==> src/rtl/controller_pkg.sv <==
// Shared types and constants for the controller report arbiter.
package controller_pkg;

    // Button bit positions within a frame, MSB first as shifted out of the pad.
    localparam int BTN_A     = 7;
    localparam int BTN_B     = 6;
    localparam int BTN_SEL   = 5;
    localparam int BTN_START = 4;
    localparam int BTN_UP    = 3;
    localparam int BTN_DN    = 2;
    localparam int BTN_L     = 1;
    localparam int BTN_R     = 0;

    localparam int NUM_PORTS         = 2;
    localparam int KEEPALIVE_DEFAULT = 6000000;  // 60 ms at 100 MHz

    typedef logic [7:0] buttons_t;

    typedef enum logic {
        ARB_IDLE,
        ARB_PRESENT
    } arb_state_t;

endpackage

==> src/rtl/controller_report_arbiter_if.sv <==
// Downstream report channel: valid/ready handshake carrying port and buttons.
interface controller_report_arbiter_if;
    import controller_pkg::*;

    logic     m_valid;
    logic     m_ready;
    logic     m_port;
    buttons_t m_buttons;

    modport master (
        output m_valid,
        output m_port,
        output m_buttons,
        input  m_ready
    );

    modport slave (
        input  m_valid,
        input  m_port,
        input  m_buttons,
        output m_ready
    );

endinterface

==> src/rtl/report_slot.sv <==
// Per-port frame capture: edge detect, change/keepalive filter, one-deep
// pending buffer, reference of the last granted value and sticky overrun.
module report_slot
    import controller_pkg::*;
#(
    parameter int KEEPALIVE_CYCLES = KEEPALIVE_DEFAULT,
    parameter int CNT_W            = $clog2(KEEPALIVE_CYCLES + 1)
) (
    input  logic     clk,
    input  logic     rst_n,
    input  logic     i_valid,
    input  buttons_t i_buttons,
    input  logic     i_grant,
    input  logic     i_overrun_clr,
    output logic     o_pending,
    output buttons_t o_pend_buttons,
    output logic     o_overrun
);

    localparam logic [CNT_W-1:0] KA_MAX = CNT_W'(KEEPALIVE_CYCLES);

    logic             r_valid_d;
    logic             r_pending;
    buttons_t         r_pend_buttons;
    buttons_t         r_ref;
    logic             r_overrun;
    logic [CNT_W-1:0] r_ka_cnt;

    logic     w_new_frame;
    logic     w_ka_expired;
    buttons_t w_ref_cmp;
    logic     w_capture;

    assign w_new_frame  = i_valid && !r_valid_d;
    assign w_ka_expired = (r_ka_cnt == KA_MAX);
    // A grant this cycle moves pend_buttons into ref, so compare against the
    // value ref is about to take rather than the stale one.
    assign w_ref_cmp    = i_grant ? r_pend_buttons : r_ref;
    assign w_capture    = w_new_frame && ((i_buttons != w_ref_cmp) || w_ka_expired);

    // Edge detect, pending buffer, reference and overrun tracking.
    always_ff @(posedge clk) begin
        // NOTE: every register here is state; non-blocking assignment keeps
        // all of them updating from the same pre-edge values.
        if (!rst_n) begin
            // NOTE: the pending buffer and reference are reset too, so a reset
            // mid-transfer discards queued reports and re-arms the change filter.
            r_valid_d      <= 1'b0;
            r_pending      <= 1'b0;
            r_pend_buttons <= '0;
            r_ref          <= '0;
            r_overrun      <= 1'b0;
        end else begin
            r_valid_d <= i_valid;

            if (i_grant) begin
                r_ref <= r_pend_buttons;
            end

            // Capture beats grant: the grant took the old value this cycle.
            if (w_capture) begin
                r_pending      <= 1'b1;
                r_pend_buttons <= i_buttons;
            end else if (i_grant) begin
                r_pending <= 1'b0;
            end

            // Set beats clear so a coincident overrun is never lost.
            if (w_capture && r_pending && !i_grant) begin
                r_overrun <= 1'b1;
            end else if (i_overrun_clr) begin
                r_overrun <= 1'b0;
            end
        end
    end

    // Keepalive counter: saturating, restarted whenever this port is granted.
    always_ff @(posedge clk) begin
        if (!rst_n) begin
            r_ka_cnt <= '0;
        end else if (i_grant) begin
            r_ka_cnt <= '0;
        end else if (!w_ka_expired) begin
            r_ka_cnt <= r_ka_cnt + CNT_W'(1);
        end
    end

    assign o_pending      = r_pending;
    assign o_pend_buttons = r_pend_buttons;
    assign o_overrun      = r_overrun;

endmodule

==> src/rtl/controller_report_arbiter.sv <==
// Merges two controller reader streams into one valid/ready report channel
// with change filtering, keepalive resend and round-robin arbitration.
module controller_report_arbiter
    import controller_pkg::*;
#(
    parameter int KEEPALIVE_CYCLES = KEEPALIVE_DEFAULT,
    parameter int CNT_W            = $clog2(KEEPALIVE_CYCLES + 1)
) (
    input  logic                        clk,
    input  logic                        rst_n,
    input  logic                        p0_valid,
    input  buttons_t                    p0_buttons,
    input  logic                        p1_valid,
    input  buttons_t                    p1_buttons,
    input  logic                        overrun_clr,
    output logic [NUM_PORTS-1:0]        overrun,
    controller_report_arbiter_if.master m
);

    arb_state_t r_state;
    arb_state_t w_state_next;

    logic     r_ptr;
    logic     r_m_valid;
    logic     r_m_port;
    buttons_t r_m_buttons;

    logic [NUM_PORTS-1:0] w_in_valid;
    buttons_t             w_in_buttons   [NUM_PORTS];
    logic [NUM_PORTS-1:0] w_pending;
    buttons_t             w_pend_buttons [NUM_PORTS];
    logic [NUM_PORTS-1:0] w_grant;
    logic                 w_grant_port;

    assign w_in_valid      = {p1_valid, p0_valid};
    assign w_in_buttons[0] = p0_buttons;
    assign w_in_buttons[1] = p1_buttons;

    for (genvar g = 0; g < NUM_PORTS; g++) begin : g_slot
        report_slot #(
            .KEEPALIVE_CYCLES (KEEPALIVE_CYCLES),
            .CNT_W            (CNT_W)
        ) u_slot (
            .clk            (clk),
            .rst_n          (rst_n),
            .i_valid        (w_in_valid[g]),
            .i_buttons      (w_in_buttons[g]),
            .i_grant        (w_grant[g]),
            .i_overrun_clr  (overrun_clr),
            .o_pending      (w_pending[g]),
            .o_pend_buttons (w_pend_buttons[g]),
            .o_overrun      (overrun[g])
        );
    end

    // Arbiter state register.
    always_ff @(posedge clk) begin
        if (!rst_n) begin
            r_state <= ARB_IDLE;
        end else begin
            r_state <= w_state_next;
        end
    end

    // Next state and grant selection; grants only from IDLE, so every report
    // is followed by at least one idle cycle.
    always_comb begin
        // NOTE: defaults first so no path leaves a signal unassigned (no latch).
        w_state_next = r_state;
        w_grant      = '0;
        w_grant_port = 1'b0;
        case (r_state)
            ARB_IDLE: begin
                if (|w_pending) begin
                    if (w_pending[0] && w_pending[1]) begin
                        w_grant_port = r_ptr;
                    end else begin
                        w_grant_port = w_pending[1];
                    end
                    w_grant      = NUM_PORTS'(1) << w_grant_port;
                    w_state_next = ARB_PRESENT;
                end
            end
            ARB_PRESENT: begin
                if (r_m_valid && m.m_ready) begin
                    w_state_next = ARB_IDLE;
                end
            end
            default: w_state_next = ARB_IDLE;
        endcase
    end

    // Output report registers and round-robin pointer.
    always_ff @(posedge clk) begin
        if (!rst_n) begin
            r_m_valid   <= 1'b0;
            r_m_port    <= 1'b0;
            r_m_buttons <= '0;
            r_ptr       <= 1'b0;
        end else if (|w_grant) begin
            r_m_valid   <= 1'b1;
            r_m_port    <= w_grant_port;
            r_m_buttons <= w_pend_buttons[w_grant_port];
            r_ptr       <= ~w_grant_port;
        end else if (r_m_valid && m.m_ready) begin
            r_m_valid <= 1'b0;
        end
    end

    assign m.m_valid   = r_m_valid;
    assign m.m_port    = r_m_port;
    assign m.m_buttons = r_m_buttons;

endmodule

==> src/flat_wrapper.sv <==
// flat-port wrapper written by rule: the top's interface ports become plain ports
module controller_report_arbiter_flat import controller_pkg::*;
#(
    parameter int KEEPALIVE_CYCLES = KEEPALIVE_DEFAULT,
    parameter int CNT_W            = $clog2(KEEPALIVE_CYCLES + 1)
)
  (clk, rst_n, p0_valid, p0_buttons, p1_valid, p1_buttons, overrun_clr, overrun, m_m_valid, m_m_port, m_m_buttons, m_m_ready);
  controller_report_arbiter_if m_i ();
  input  logic clk;
  input  logic rst_n;
  input  logic p0_valid;
  input  buttons_t p0_buttons;
  input  logic p1_valid;
  input  buttons_t p1_buttons;
  input  logic overrun_clr;
  output logic [NUM_PORTS-1:0] overrun;
  output wire logic [$bits(m_i.m_valid)-1:0] m_m_valid;
  output wire logic [$bits(m_i.m_port)-1:0] m_m_port;
  output wire logic [$bits(m_i.m_buttons)-1:0] m_m_buttons;
  input wire logic [$bits(m_i.m_ready)-1:0] m_m_ready;
  assign m_m_valid = m_i.m_valid;
  assign m_m_port = m_i.m_port;
  assign m_m_buttons = m_i.m_buttons;
  assign m_i.m_ready = m_m_ready;
  controller_report_arbiter #(.KEEPALIVE_CYCLES(KEEPALIVE_CYCLES), .CNT_W(CNT_W)) u_core (.clk(clk), .rst_n(rst_n), .p0_valid(p0_valid), .p0_buttons(p0_buttons), .p1_valid(p1_valid), .p1_buttons(p1_buttons), .overrun_clr(overrun_clr), .overrun(overrun), .m(m_i));
endmodule
==> config.mk <==
export PLATFORM = sky130hd
export DESIGN_NAME = controller_report_arbiter_flat
export DESIGN_NICKNAME = d
export VERILOG_FILES = /design/src/rtl/controller_pkg.sv /design/src/rtl/controller_report_arbiter_if.sv /design/src/rtl/report_slot.sv /design/src/rtl/controller_report_arbiter.sv /design/src/flat_wrapper.sv
export SDC_FILE = /design/constraint.sdc
export NUM_CORES = 1
export LEC_CHECK = 0
export BUFFER_PORTS_ARGS = -buffer_cell sky130_fd_sc_hd__buf_4
export CORE_UTILIZATION = 45
export CTS_BUF_LIST = sky130_fd_sc_hd__clkbuf_8
export CTS_CLUSTER_SIZE = 28
export DETAILED_ROUTE_END_ITERATION = 8
export SYNTH_ARGS = -nofsm -noshare
export SYNTH_HDL_FRONTEND = slang
export SYNTH_SLANG_ARGS = --single-unit
==> constraint.sdc <==
create_clock -name clk -period 2 [get_ports clk]
set_input_delay 0.3 -clock clk [delete_from_list [all_inputs] [get_ports clk]]
set_output_delay 0.3 -clock clk [all_outputs]
set_load 0.05 [all_outputs]
# [Word level (Yosys, flattened, before mapping)]
# Cells that the tools add are included.
[totals] ff_bits=96 latchBits=0 ram_bits=0 mem_bits_ro=0 in_bits=22 out_inout_bits=12 wordCells=78 mem_count=0
[op_classes] n_addsub=2 mul=0 div_mod_pow=0 n_lt_le_gt_ge=1 eq_ne=4 shift=1 muxes=24 bitwise=4 reduce_logical=25
[ops] op="23-bit by 1-bit adder with 23-bit output, second input constant" count=2
[ops] op="23-bit == test, second input constant" count=2
[ops] op="8-bit 2-to-1 mux" count=5
[ops] op="1-bit 2-to-1 mux" count=16
[ops] op="8-bit inequality test" count=2
[ops] op="1-bit logical AND" count=10
[ops] op="2-bit nonzero test" count=5
[ops] op="2-bit OR reduction" count=4
[ops] op="1-bit zero test" count=4
[ops] op="2-bit 2-to-1 mux" count=2
[ops] op="1-bit inverter" count=3
[ops] op="2-bit >= comparator, second input constant" count=1
[ops] op="1-bit logical OR" count=2
[ops] op="1-bit inverter with 2-bit output" count=1
[ops] op="1-bit one-hot mux with 2 select lines" count=1
[ops] op="1-bit by 1-bit left shift with 2-bit output, first input constant" count=1

# [Depth between registers and ports, before layout]
[logic_depth] ltp_word=14 ltp_mapped=9 depth_no_buf=8

# [Cells and area by module]
# Synthesis repeated with hierarchy kept, for this count alone.
[hier_totals] hier_cells=425 area_unflattened_um2=4174.0
[by_module_without_submodules] module="report_slot" instances=2 cells_each=189 area_each_um2=1833.0 seq_area_each_um2=840.8
[by_module_without_submodules] module="controller_report_arbiter" instances=1 cells_each=47 area_each_um2=508.0 seq_area_each_um2=240.2

# [Worst setup path after synthesis]
# Ideal clock, no wire load.
[synth_path] path_kind="register to register" startpoint="register u_core.g_slot[1].u_slot.r_ka_cnt[0]" endpoint="register u_core.g_slot[1].u_slot.r_pend_buttons[0]" setup_ns=0.072 arrival_time_ns=1.934 required_ns=1.928 slack_ns=-0.006 path_stages_with_launch=10 path_buffers=1 period_less_slack_ns=2.006 cell_sequence="dfxtp_1 -> inv_1 -> ha_1 -> and4bb_1 -> nand4_1 -> or4_1 -> o211ai_1 -> o311a_1 -> buf_4 -> mux2i_1"
[synth_via] elab_chain_len=3
[synth_rtl] element="start, declared" line="report_slot.sv:27" source="logic [CNT_W-1:0] r_ka_cnt;"
[synth_rtl] element="start signal, assigned" line="report_slot.sv:84" source="r_ka_cnt <= r_ka_cnt + CNT_W'(1);"
[synth_rtl] element="23-bit == test" line="report_slot.sv:35" source="assign w_ka_expired = (r_ka_cnt == KA_MAX);"
[synth_rtl] element="1-bit logical OR" line="report_slot.sv:39" source="assign w_capture = w_new_frame && ((i_buttons != w_ref_cmp) || w_ka_expired);"
[synth_rtl] element="1-bit logical AND" line="report_slot.sv:39"
[synth_rtl] element="end signal, assigned" line="report_slot.sv:63" source="r_pend_buttons <= i_buttons;"
[synth_rtl] element="end, declared" line="report_slot.sv:24" source="buttons_t r_pend_buttons;"
# No other way between the ends.
# A chain may end at the register's enable or synchronous reset.

# [Final worst setup path]
[layout_path] startpoint="register u_core.g_slot[1].u_slot.r_ka_cnt[1]" endpoint="register u_core.g_slot[1].u_slot.r_pend_buttons[2]"
# Same word-level chain as after synthesis.

==> flow_metrics.tcl <==
set metrics [dict create \
    worst_skew_pair.late_latency_ns 0.36 \
    post_synth.cell_area_avg_um2 8.54 \
    post_cts_hold_buffer_count 0 \
    share_of_flip_flops_with_an_asynchronous_set_or_reset_after_synthesis_pct 0 \
    setup.worst_path.start_class "register" \
    gpl_congestion 0.831 \
    die_area_um2 10500 \
    root_buffer "clkbuf_8" \
    timing_max_transition_violations_final 0 \
    post-route-drc-count 0 \
    worst_setup_slack_after_layout_ns -0.0146 \
    rsz0062_at_grt "yes" \
    tritoncts "done" \
    viasPerCell 5.10 \
    syn_area_um2 4530 \
    grt-ovfl-total 0 \
    number_of_standard_cells_in_the_final_layout_excluding_fillers 746 \
    cp_max_fo 5 \
    powerDensity_nw_per_um2 753 \
    postSynth.topFlopCell "dfxtp_1" \
    timing.final.setup_violations 1 \
    clk_path_buf_depth 2 \
    layout-area-overhead-vs-synth_pct 24.8 \
    hold_path_startpoint "p0_valid" \
    finalWorstPathRequiredPeriod_ns 2.01 \
    drt_pre_antenna_iters 4 \
    grt_start_max_net_pins 52 \
    run_status "finished, violations left" \
    die_width_um 102 \
    num_rows 36 \
    postLayoutCellArea_um2 5660 \
    synth_seq_area_share_pct 42.4 \
    vias_in_the_first_global_route 3584 \
    timing_worst_slew_pin_value_ns 0.440 \
    drt-wirelength-per-cell_um 13.4 \
    layout-drive-gt1-share_pct 23.5 \
    io_buffers 33 \
    synth_enable_flop_cells 0 \
    dieHeight_um 102 \
    detailroute.via_count 3804 \
    crit_path_start "u_core.g_slot[1].u_slot.r_ka_cnt[1]$_SDFFE_PP0P_" \
    grt_pass1_wl_um 16500 \
    post_synth_inst_count 531 \
    fin_worst_skew_ns 0.0167 \
    synth.lib_cells_used.distinct 57 \
    peak_supply_drop_v 0.000391 \
    synth_seq_cells 96 \
    worst_r2r_path_depth 9 \
    timing.final.hold_violations 0 \
    arrival_ns 2.30 \
    met3WireLength_um 336 \
    p_total_mw 4.26 \
    wirelength_um 9990 \
    cap_violations 0 \
    worst_setup_path_end_kind "register" \
    num-nets-final 634 \
    number_of_antenna_violations_at_the_first_check_in_global_routing 0 \
    total_leakage_power_nw 2.20 \
    grt_use_total_pct 20.1 \
    initialDrtViolationCount 97 \
    finalHoldWorstSlack_ns 0.143 \
    topRoutingLayerUsed "met4" \
    placedInstanceArea_um2 5210 \
    critPathRequiredTime_ns 2.29 \
    clock_transition_time_at_the_flip_flop_clock_pins_of_the_worst_setup_and_hold_paths_ns 0.10 \
    ios 34 \
    min_period_over_period_pct 101 \
    violated_checks "setup timing" \
    mappedNetlistNets 557 \
    worstSetupEndpoint "u_core.g_slot[1].u_slot.o_pend_buttons[2]$_SDFFE_PN0P_" \
    diodes_inserted 0 \
    hpwlAfterDp_um 7030 \
    wl_met1_um 4910 \
    dpl.cell_count 724 \
    ctsHtreeMaxLevel 3 \
    holdCritPathClass "in2reg" \
    wl_met2_um 4680 \
    cts_buffers 9 \
    critPathKind "reg2reg" \
    tritoncts_num_sinks 96 \
    synth_warnings 0 \
    area_of_the_core_um2 9770 \
    detail-route-antenna-nets 0 \
    reg2reg_slack_ns -0.01 \
    fmaxAchievable_mhz 496 \
    slew-limit-headroom_pct 70.7 \
    timing.rr.end "u_core.g_slot[1].u_slot.o_pend_buttons[2]$_SDFFE_PN0P_" \
    r2r-start "u_core.g_slot[1].u_slot.r_ka_cnt[1]$_SDFFE_PP0P_" \
    starting_utilization_of_the_core_area_pct 46.4 \
]
[routing by layer]
layer  track usage (%)  vias to the layer above
met5                 0                        -
met4              4.73                        0
met3              4.31                        5
met2              33.6                       54
met1              26.5                     1776
li1                  -                     1969
[worst min path at each step]
stage,end,slack [ns],cells after the start
3_5_place_dp,u_core.g_slot[0].u_slot.o_overrun$_SDFFE_PN0P_,0.47,1
5_1_grt,u_core.g_slot[0].u_slot.r_valid_d$_SDFF_PN0_,0.13,2
2_1_floorplan,u_core.g_slot[0].u_slot.r_valid_d$_SDFF_PN0_,0.42,1
4_1_cts,u_core.g_slot[0].u_slot.r_valid_d$_SDFF_PN0_,0.12,2
6_report,u_core.g_slot[0].u_slot.r_valid_d$_SDFF_PN0_,0.14,2
3_3_place_gp,u_core.g_slot[0].u_slot.o_overrun$_SDFFE_PN0P_,0.45,1
[cells in the mapped netlist (all sizes together), types with 3 or more instances]
cell / number / area share (%)
o22ai: 10 / 1.4
ha: 4 / 1.1
nor3: 9 / 1.4
xor2: 27 / 5.2
mux2i: 24 / 5.3
clkbuf: 17 / 1.6
and3: 5 / 0.75
dfxtp: 96 / 42
buf: 6 / 1.1
xnor2: 25 / 4.8
or4: 3 / 0.58
a21oi: 10 / 1.1
o21a: 3 / 0.50
a21boi: 11 / 1.8
o21ai: 16 / 1.8
or3: 9 / 1.3
o221ai: 3 / 0.58
and2: 8 / 1.1
nand3: 15 / 1.7
nor2: 67 / 5.5
nand4: 9 / 1.2
nand2: 77 / 6.4
nor4: 13 / 1.8
or2: 3 / 0.41
nor2b: 9 / 1.2
inv: 23 / 1.9
[cells in the final DEF (no fill, tap or decap), types with 6 or more instances in the layout]
cell,Yosys,layout
dfxtp_1,96,88
buf_4,3,84
nand2_1,77,77
nor2_1,67,66
xor2_1,27,27
xnor2_1,25,25
mux2i_1,24,23
inv_1,23,21
o21ai_0,16,16
nand3_1,15,15
a21boi_0,11,11
nor4_1,13,10
o22ai_1,10,10
clkbuf_8,1,10
nand4_1,9,9
nor2b_1,9,9
a21oi_1,10,8
or3_1,8,7
dfxtp_2,0,7
nor3_1,7,6
and2_1,7,6
[area by class of cell]
| type | count | area [um^2] |
|---|---|---|
| fill | 925 | 4120 |
| multi-input combinational | 389 | 2510 |
| sequential | 96 | 1930 |
| timing repair buffer | 89 | 706 |
| tap | 133 | 166 |
| clock buffer | 10 | 138 |
| clock inverter | 6 | 115 |
| inverter | 23 | 86.3 |
[repair_timing]
action,4_1_cts,5_1_grt
pin swaps,4,6
setup endpoints to repair,19,31
buffers inserted,1,2
resized for setup,11,29
gates cloned,1,2
[through the flow]
step | setup TNS, ns | worst slack (ns) | util, %
2_1_floorplan | 0 | 0.0126 | -
3_3_place_gp | -0.355 | -0.0456 | 53.3
3_5_place_dp | -0.951 | -0.120 | 53.3
4_1_cts | -0.0173 | -0.0173 | 56.7
5_1_grt | -1.06 | -0.0974 | 57.9
6_report | -0.0146 | -0.0146 | 57.9
[critical path, stage by stage, from the launching register on]
cell and delay (ns):
dfxtp_2 0.33, inv_2 0.07, ha_4 0.13, and4bb_1 0.18, nand4_1 0.12, or4_1 0.42
o211ai_1 0.12, o311a_4 0.24, buf_12 0.12, mux2i_1 0.20
[registers in the layout (all words and copies together) (netlist names), 2 cells and up]
name,count
u_core.g_slot.u_slot.r_ka_cnt,46
u_core.g_slot.u_slot.o_pend_buttons,16
u_core.g_slot.u_slot.r_ref,16
u_core.m.m_buttons,8
u_core.g_slot.u_slot.o_overrun,2
u_core.g_slot.u_slot.o_pending,2
u_core.g_slot.u_slot.r_valid_d,2
[kinds of logic (layout without fill, tap and decap cells)]
family,after synthesis,in the layout,synth area share (%)
mux,24,24,5.30
flops,96,96,42.4
compound gates,69,69,10.7
fa+ha+maj,4,4,1.10
simple gates,240,240,25.9
buf+inv,46,128,4.61
xor+xnor,52,52,10.0
[report_power, final]
part	switching (mW)	leakage (nW)	internal (mW)
clock network	0.694	0.128	0.874
logic	0.357	1.29	0.282
registers	0.0648	0.785	1.99
total	1.12	2.20	3.14
Power figures use the tool's default switching activity.
